[src/rtl/usb2_ulpi_reg_arb.sv]
// ---------------------------------------------------------------------------
// usb2_ulpi_reg_arb
//
// Round-robin arbiter in front of the ULPI core's single register-access
// command port. It runs one PHY register read or write at a time. It does not
// start a new access while the packet layer owns the bus. Completion, read
// data and timeout status go back to the granted requester only.
//
// Ports
//   phy_clk      60 MHz ULPI clock; the only clock
//   reset_n      synchronous active-low reset
//   req_valid    per-requester request level, held until its req_done
//   req_wr       per-requester direction (1 = write)
//   req_addr     per-requester 6-bit address, slice i = [6i+5:6i]
//   req_wdata    per-requester write data, slice i = [8i+7:8i]
//   req_done     one-cycle completion pulse to the granted requester
//   resp_rdata   read data, valid with req_done
//   resp_err     timeout flag, valid with req_done
//   phy_busy     packet TX/RX in progress; blocks new grants
//   reg_req      command strobe to the ULPI core, held until ack/timeout
//   reg_wr       latched direction
//   reg_addr     latched address
//   reg_wdata    latched write data
//   reg_ack      single-cycle completion from the ULPI core
//   reg_rdata    read value from the core, valid with reg_ack
//   arb_busy     high whenever the arbiter is not idle
//   grant_id     index of the current or last granted requester
// ---------------------------------------------------------------------------
module usb2_ulpi_reg_arb #(
    parameter int NUM_REQ = 3,
    parameter int TIMEOUT = 255,
    parameter int TO_W    = 8
) (
    input  logic                 phy_clk,
    input  logic                 reset_n,
    input  logic [NUM_REQ-1:0]   req_valid,
    input  logic [NUM_REQ-1:0]   req_wr,
    input  logic [6*NUM_REQ-1:0] req_addr,
    input  logic [8*NUM_REQ-1:0] req_wdata,
    output logic [NUM_REQ-1:0]   req_done,
    output logic [7:0]           resp_rdata,
    output logic                 resp_err,
    input  logic                 phy_busy,
    output logic                 reg_req,
    output logic                 reg_wr,
    output logic [5:0]           reg_addr,
    output logic [7:0]           reg_wdata,
    input  logic                 reg_ack,
    input  logic [7:0]           reg_rdata,
    output logic                 arb_busy,
    output logic [2:0]           grant_id
);

    typedef enum logic [1:0] {
        IDLE  = 2'd0,
        ISSUE = 2'd1,
        RESP  = 2'd2
    } state_t;

    localparam logic [TO_W-1:0] TO_LAST = TO_W'(TIMEOUT - 1);
    localparam logic [TO_W-1:0] CNT_MAX = {TO_W{1'b1}};
    localparam logic [2:0]      PTR_RST = 3'(NUM_REQ - 1);

    // Requester fields padded out to 8 entries so a 3-bit index always fits
    // exactly; unused entries read as zero.
    logic [7:0] valid_pad;
    logic [7:0] wr_pad;
    logic [5:0] addr_arr  [8];
    logic [7:0] wdata_arr [8];

    generate
        for (genvar gi = 0; gi < 8; gi++) begin : g_unpack
            if (gi < NUM_REQ) begin : g_used
                assign valid_pad[gi] = req_valid[gi];
                assign wr_pad[gi]    = req_wr[gi];
                assign addr_arr[gi]  = req_addr[6*gi +: 6];
                assign wdata_arr[gi] = req_wdata[8*gi +: 8];
            end else begin : g_unused
                assign valid_pad[gi] = 1'b0;
                assign wr_pad[gi]    = 1'b0;
                assign addr_arr[gi]  = 6'd0;
                assign wdata_arr[gi] = 8'd0;
            end
        end
    endgenerate

    state_t               state_reg, state_next;
    logic [2:0]           ptr_reg, ptr_next;
    logic [TO_W-1:0]      cnt_reg, cnt_next;
    logic [2:0]           grant_reg, grant_next;
    logic                 req_reg, req_next;
    logic                 wr_reg, wr_next;
    logic [5:0]           addr_reg, addr_next;
    logic [7:0]           wdata_reg, wdata_next;
    logic [NUM_REQ-1:0]   done_reg, done_next;
    logic [7:0]           rdata_reg, rdata_next;
    logic                 err_reg, err_next;
    logic                 busy_reg;

    // Round-robin search: the first requesting index above the pointer wins,
    // wrapping modulo NUM_REQ. The pointer itself is examined last.
    logic       win_found;
    logic [2:0] win_idx;
    logic [3:0] cand;

    always_comb begin
        win_found = 1'b0;
        win_idx   = 3'd0;
        cand      = 4'd0;
        for (int k = 1; k <= NUM_REQ; k++) begin
            cand = {1'b0, ptr_reg} + 4'(k);
            if (cand >= 4'(NUM_REQ)) begin
                cand = cand - 4'(NUM_REQ);
            end
            if (!win_found && valid_pad[cand[2:0]]) begin
                win_found = 1'b1;
                win_idx   = cand[2:0];
            end
        end
    end

    logic [7:0] done_onehot;

    always_comb begin
        state_next  = state_reg;
        ptr_next    = ptr_reg;
        cnt_next    = cnt_reg;
        grant_next  = grant_reg;
        req_next    = req_reg;
        wr_next     = wr_reg;
        addr_next   = addr_reg;
        wdata_next  = wdata_reg;
        done_next   = done_reg;
        rdata_next  = rdata_reg;
        err_next    = err_reg;
        done_onehot = 8'(1) << grant_reg;

        case (state_reg)
            IDLE: begin
                done_next = '0;
                if (!phy_busy && win_found) begin
                    grant_next = win_idx;
                    ptr_next   = win_idx;
                    wr_next    = wr_pad[win_idx];
                    addr_next  = addr_arr[win_idx];
                    wdata_next = wdata_arr[win_idx];
                    req_next   = 1'b1;
                    cnt_next   = '0;
                    state_next = ISSUE;
                end
            end
            ISSUE: begin
                // Ack is tested first so it wins over a coincident timeout.
                if (reg_ack) begin
                    req_next   = 1'b0;
                    rdata_next = wr_reg ? 8'h00 : reg_rdata;
                    err_next   = 1'b0;
                    done_next  = done_onehot[NUM_REQ-1:0];
                    state_next = RESP;
                end else if (cnt_reg == TO_LAST) begin
                    req_next   = 1'b0;
                    rdata_next = 8'h00;
                    err_next   = 1'b1;
                    done_next  = done_onehot[NUM_REQ-1:0];
                    state_next = RESP;
                end else if (cnt_reg != CNT_MAX) begin
                    cnt_next = cnt_reg + TO_W'(1);
                end
            end
            RESP: begin
                done_next  = '0;
                state_next = IDLE;
            end
            default: begin
                state_next = IDLE;
            end
        endcase
    end

    always_ff @(posedge phy_clk) begin
        if (!reset_n) begin
            state_reg <= IDLE;
            ptr_reg   <= PTR_RST;
            cnt_reg   <= '0;
            grant_reg <= 3'd0;
            req_reg   <= 1'b0;
            wr_reg    <= 1'b0;
            addr_reg  <= 6'd0;
            wdata_reg <= 8'd0;
            done_reg  <= '0;
            rdata_reg <= 8'd0;
            err_reg   <= 1'b0;
            busy_reg  <= 1'b0;
        end else begin
            state_reg <= state_next;
            ptr_reg   <= ptr_next;
            cnt_reg   <= cnt_next;
            grant_reg <= grant_next;
            req_reg   <= req_next;
            wr_reg    <= wr_next;
            addr_reg  <= addr_next;
            wdata_reg <= wdata_next;
            done_reg  <= done_next;
            rdata_reg <= rdata_next;
            err_reg   <= err_next;
            // Registered copy of "state is not IDLE".
            busy_reg  <= (state_next != IDLE);
        end
    end

    assign req_done   = done_reg;
    assign resp_rdata = rdata_reg;
    assign resp_err   = err_reg;
    assign reg_req    = req_reg;
    assign reg_wr     = wr_reg;
    assign reg_addr   = addr_reg;
    assign reg_wdata  = wdata_reg;
    assign arb_busy   = busy_reg;
    assign grant_id   = grant_reg;

endmodule

[config.mk]
export PLATFORM = sky130hd
export DESIGN_NAME = usb2_ulpi_reg_arb
export DESIGN_NICKNAME = d
export VERILOG_FILES = /design/src/rtl/usb2_ulpi_reg_arb.sv
export SDC_FILE = /design/constraint.sdc
export NUM_CORES = 1
export LEC_CHECK = 0
export BUFFER_PORTS_ARGS = -buffer_cell sky130_fd_sc_hd__buf_2
export CAP_MARGIN = 20
export CORE_MARGIN = 2
export CORE_UTILIZATION = 51
export DETAILED_ROUTE_END_ITERATION = 10
export PLACE_DENSITY = 0.85
export SLEW_MARGIN = 20
export SYNTH_ARGS = -nofsm -noshare
export SYNTH_HDL_FRONTEND = slang
export SYNTH_SLANG_ARGS = --single-unit
[constraint.sdc]
create_clock -name phy_clk -period 3.6 [get_ports phy_clk]
set_input_delay 0 -clock phy_clk [delete_from_list [all_inputs] [get_ports phy_clk]]
set_output_delay 0 -clock phy_clk [all_outputs]
set_load 0.005 [all_outputs]
== Word-level counts from Yosys, hierarchy flattened ==
Cells that the tools add are included.
Operators by class
  mux-type cells: 44
  equal/unequal tests: 9
  bitwise operators: 1
  reductions and logical operators: 17
  shift-type cells: 1
  $lt $le $gt $ge: 8
  add/sub/neg operators: 7
Operators with widths (number)
  8-bit two-way mux: 9
  8-bit binary-select mux with 3-bit select: 1
  3-bit two-way mux: 8
  6-bit binary-select mux with 3-bit select: 1
  3-bit by 4-bit < comparator with 1-bit output (second input constant): 4
  8-bit one-hot mux with 2 select lines: 1
  1-bit binary-select mux with 3-bit select: 4
  4-bit by 2-bit >= comparator with 1-bit output (second input constant): 3
  1-bit two-way mux: 12
  6-bit two-way mux: 2
  3-bit by 2-bit subtractor with 3-bit output (second input constant): 3
  3-bit by 2-bit adder with 4-bit output (second input constant): 2
  8-bit by 1-bit adder with 8-bit output (second input constant): 1
  8-bit == test (second input constant): 1
  2-bit inequality test (second input constant): 4
  8-bit inequality test (second input constant): 1
  2-bit nonzero test: 4
  2-bit two-way mux: 3
  3-bit one-hot mux with 2 select lines: 1
  2-bit AND reduction: 3
  5-bit AND reduction: 1
  3-bit by 1-bit adder with 4-bit output (second input constant): 1
  4-bit >= comparator (second input constant): 1
  3-bit NOT with 4-bit output: 1
  other kinds (11): 15
Word-level totals
  output and inout bits: 32
  bits in registers: 45
  logic and storage cells: 99
  input bits: 60

== Depth between registers and ports, before layout ==
  depth after elaboration: 16
  mapped depth: 15
  gate-level depth less buffers: 10

== Worst setup path after synthesis ==
OpenSTA, ideal clock, no wires.
  path kind: reg-to-reg
  from: register ptr_reg[0]
  to: register addr_reg[0] (netlist: reg_addr[0])
  data required time: 3.475 ns
  library setup time: 0.125 ns
  path buffers: 4
  slack: 0.632 ns
  clock period less this slack: 2.968 ns
  arrival: 2.843 ns
  stages on the path, launching flop included: 14
  cell sequence: dfxtp_1 > buf_4 > inv_2 > ha_1 > buf_2 > mux4_2 > o32ai_2 > nand4_2 > o31ai_2 > or2_1 > or3_1 > buf_4 > buf_12 > o221ai_2
Between the ends
  cells in the longest elaborated chain, start to end: 16
  elaborated cells between the ends (all ways): 34
  classes of those cells: add/sub (6); order compare (3); mux (18); bitwise (1); reduce/logical (6)
Ends and longest elaborated chain
  start: declaration: line 88  | logic [2:0] ptr_reg, ptr_next;
  start signal: assignment: line 196  | ptr_reg <= ptr_next;
  3-bit by 1-bit adder with 4-bit output: line 111  | cand = {1'b0, ptr_reg} + 4'(k);
  4-bit by 2-bit >= comparator with 1-bit output or 3-bit by 2-bit subtractor with 3-bit output (tied branches): line 112, 113
  3-bit two-way mux: line 112  | if (cand >= 4'(NUM_REQ)) begin
  1-bit binary-select mux with 3-bit select: line 115  | if (!win_found && valid_pad[cand[2:0]]) begin
  1-bit two-way mux (implied by the code): line 115
  1-bit two-way mux: line 115
  1-bit zero test: line 115
  1-bit logical AND: line 115
  1-bit two-way mux: line 115
  1-bit zero test: line 115
  1-bit logical AND: line 115
  3-bit two-way mux: line 115
  3-bit NOT with 4-bit output (implied by the code): line 145  | addr_next = addr_arr[win_idx];
  6-bit binary-select mux with 3-bit select: line 145
  6-bit two-way mux (implied by the code) (2 in series): line 145
  end signal: assignment: line 201  | addr_reg <= addr_next;
  end: declaration: line 93  | logic [5:0] addr_reg, addr_next;
Several ways; a longest one is shown, not always the timed one. The select of a mux whose other input is x is not followed.
A chain may end at the register's enable or synchronous reset.

== Final worst setup path ==
  from: register ptr_reg[1]
  to: register addr_reg[1] (netlist: reg_addr[1])
The elaborated chain is that of the path after synthesis.

==> impl_metrics.toml <==
[clocking]
clkTransAtPathRegs_ps = 80
clk_latency_ps = 290
clockRootBuffer = "clkbuf_8"
cts_tree = "yes"
postCtsSetupBuffers = 0
clock-sinks = 43
h-tree-depth = 2
clk_path_buf_depth = 2
cts_buffers = 5

[sta]
slew_violations = 0
rsz0062_at_grt = "no"
finClkSkew_ps = 4.680
relSlewSlack_pct = 29.81
post-route-period-util_pct = 90.28
worst_slack_ps = 349.8
worst_pin_slew_ps = 1046
layout_min_cycle_time_ps = 3250
setup_viol_count_final = 0
max_clock_freq_ghz = 0.3077
hold_ws_ps = -0.4358
finalSetupTns_ps = 0
hold_violations = 1

[placement]
hpwl_um = 4991
gp_congestion = 0.9333
port_buffers = 91
dp_cells = 454
dpl_worst_slack_ps = 74.66

[floorplanning]
core_um2 = 5107
ios = 92
start_util_pct = 52.52
die_y_um = 76.53
die_w_um = 76.53
die_area_um2 = 5856
num_rows = 26

[grt]
antenna_found_initial = 0
grt_overflow = 0
grt_pass1_vias = 2389
grt_pass1_wl_um = 11210
grt_usage_pct = 23.08
grt_max_degree = 23

[power_and_ir_drop]
p_per_area_nw_per_um2 = 633.2
ir_worst_vdd_v = 0.0004004
p_int_uw = 1311
leakagePower_uw = 0.001555
p_sw_share_pct = 41.06
power.switching_uw = 913.2
pwr-share-seq_pct = 27.4
p_comb_share_pct = 55.1
clock_power_share_pct = 17.6

[hold_path]
hold_path.class = "input pin to register"

[logic_synthesis]
ys_async_sr_fraction_pct = 0
syn_inst = 305
synth_common_cells = "43 x dfxtp_1, 34 x nor2_1, 24 x inv_1"
synth_top_area_share_pct = 32.09
synth-compound-area-share_pct = 20.85
yosysWarningCount = 0
synth_ff_type = "dfxtp_1"
synth-seq-cells = 43
synth-edff-count = 0
yosysSeqAreaShare_pct = 32.09
synth_mux_area_share_pct = 7.556
synth.area.top_cells = "dfxtp_1 32%, mux2i_1 6.7%, o221ai_2 5.6%, nor2_1 4.8%, ha_1 4.2%"
synth_simple_gate_area_share_pct = 23.46
yosysMostFrequentCell = "dfxtp_1"
synth_xor_area_share_pct = 3.451
netlist_area_um2 = 2683
synth_fa_ha_area_share_pct = 4.198
synth_top_family_by_area = "simple AND/OR/NAND/NOR gates"
synth_top_area_cell = "dfxtp_1"
synth_area_per_cell_um2 = 8.795
syn-num-nets = 374
synth_cell_types = 58

[routing]
drt_iter0_drc = 117
met1_length_um = 2927
routedWlPerCell_um = 14.39
wl_um = 7008
post-route-drc-count = 0
drt-pass1-iter-count = 5
dr_total_vias = 2687
highest_layer = "met4"
dr_wl_met2_um = 3610
vias_per_cell = 5.517
drtAntennaViolNets = 0
wl_met3_um = 326

[worst_setup_path]
critPathMaxStageDelay_ps = 560
cp-end-kind = "register"
cp.arrival_ps = 3430
cp_max_fo = 16
required_ps = 3780
critPathKind = "register to register"
critPathLaunchType = "register"
crit_slowest_cell = "a31o_2"
path_cells = "inv_1, ha_1, buf_4, nand2b_1, a21oi_1, o22ai_1, nand2_1, o31ai_1, a31o_2, mux2i_1, o221ai_2"

[run_status]
violations = "hold timing"
status = "finished with violations"

[run]
maxCapViolCount = 0

[layout]
syn_to_final_growth_pct = 30.92
drive_gt1_share_pct = 31.89
final_net_count = 485
fin_cells = 487
antenna_cells = 0
-- routing by layer --
| metal | vias up | track usage, % |
|---|---|---|
| li1 | 1319 | - |
| met1 | 1258 | 29.26 |
| met2 | 95 | 39.56 |
| met3 | 15 | 4.265 |
| met4 | 0 | 7.455 |
| met5 | - | 0 |
-- layout by cell type (no fill, tap or decap), drive strengths merged, types with 3 or more instances in the layout --
master and n:
nand2b 7, buf 97, nor2b 3, a211oi 5, nand4 3, nor3 8
o21ai 7, dlygate4sd3 25, o221ai 15, dfxtp 43, clkbuf 6, nand3b 3
and2 4, nor4b 6, a22oi 8, nand3 22, xnor2 7, a21oi 9
ha 9, nor4 4, mux2i 18, nand2 17, nor2 36, inv 25
-- stage by stage --
step | power [uW] | hold WS, ps | instance area [um2] | utilization, %
floorplan | 1591 | 96.61 | 2683 | -
global placement | 1775 | 234.5 | 3139 | 61.47
detailed placement | 1807 | 244.9 | 3139 | 61.47
CTS | 2223 | 0.2003 | 3507 | 68.67
global route | 2363 | 3.433 | 3512 | 68.77
finish | 2224 | -0.4358 | 3512 | 68.77
-- logic make-up (layout without fill, tap and decap cells) --
| kind of cell | after synthesis | after routing |
|---|---|---|
| AO/OA/AOI/OAI | 62 | 62 |
| XOR/XNOR | 9 | 9 |
| adder cells (fa/ha/maj) | 9 | 9 |
| buffers and inverters | 43 | 155 |
| flip-flops | 43 | 43 |
| multiplexers | 19 | 19 |
| AND/OR/NAND/NOR | 120 | 120 |
-- worst max-delay path: cells and delay by family (launching register included) --
kind,cells,cell delay [ps]
AO/OA/AOI/OAI,5,1270
adder cells (fa/ha/maj),1,360
buffers and inverters,2,370
flip-flops,1,470
multiplexers,1,300
AND/OR/NAND/NOR,2,340
-- layout make-up --
type | instances | area, um2
clock buffers | 6 | 82.58
fillers | 396 | 1595
inverters | 25 | 93.84
repair buffers | 122 | 750.7
flip-flops and latches | 43 | 860.8
multi-input cells | 219 | 1602
clock inverters | 2 | 35.03
well taps | 70 | 87.58
-- power by group through the flow --
stage	Clock (uW)	Sequential, uW	Combinational [uW]
6_report	391	608	1220
5_1_grt	411	619	1330
4_1_cts	397	607	1220
3_5_place_dp	0	618	1190
3_3_place_gp	0	615	1160
2_1_floorplan	0	617	974
-- final timing paths --
check                           slack [ps]    startpoint           end  cells after the start
worst min register to register         490  reg_wdata[1]  reg_wdata[1]                      2
worst max-delay path                   350    ptr_reg[1]   reg_addr[1]                     11
worst min-delay path                  -0.4  req_wdata[8]  reg_wdata[0]                      3
worst max register to register         350    ptr_reg[1]   reg_addr[1]                     11
-- repair_timing --
item,in CTS,in global routing
endpoints found under the setup margin,0,15
hold buffers,25,0
hold endpoints to repair,18,0
gates resized for setup,0,2
Power figures use the tool's default switching activity.
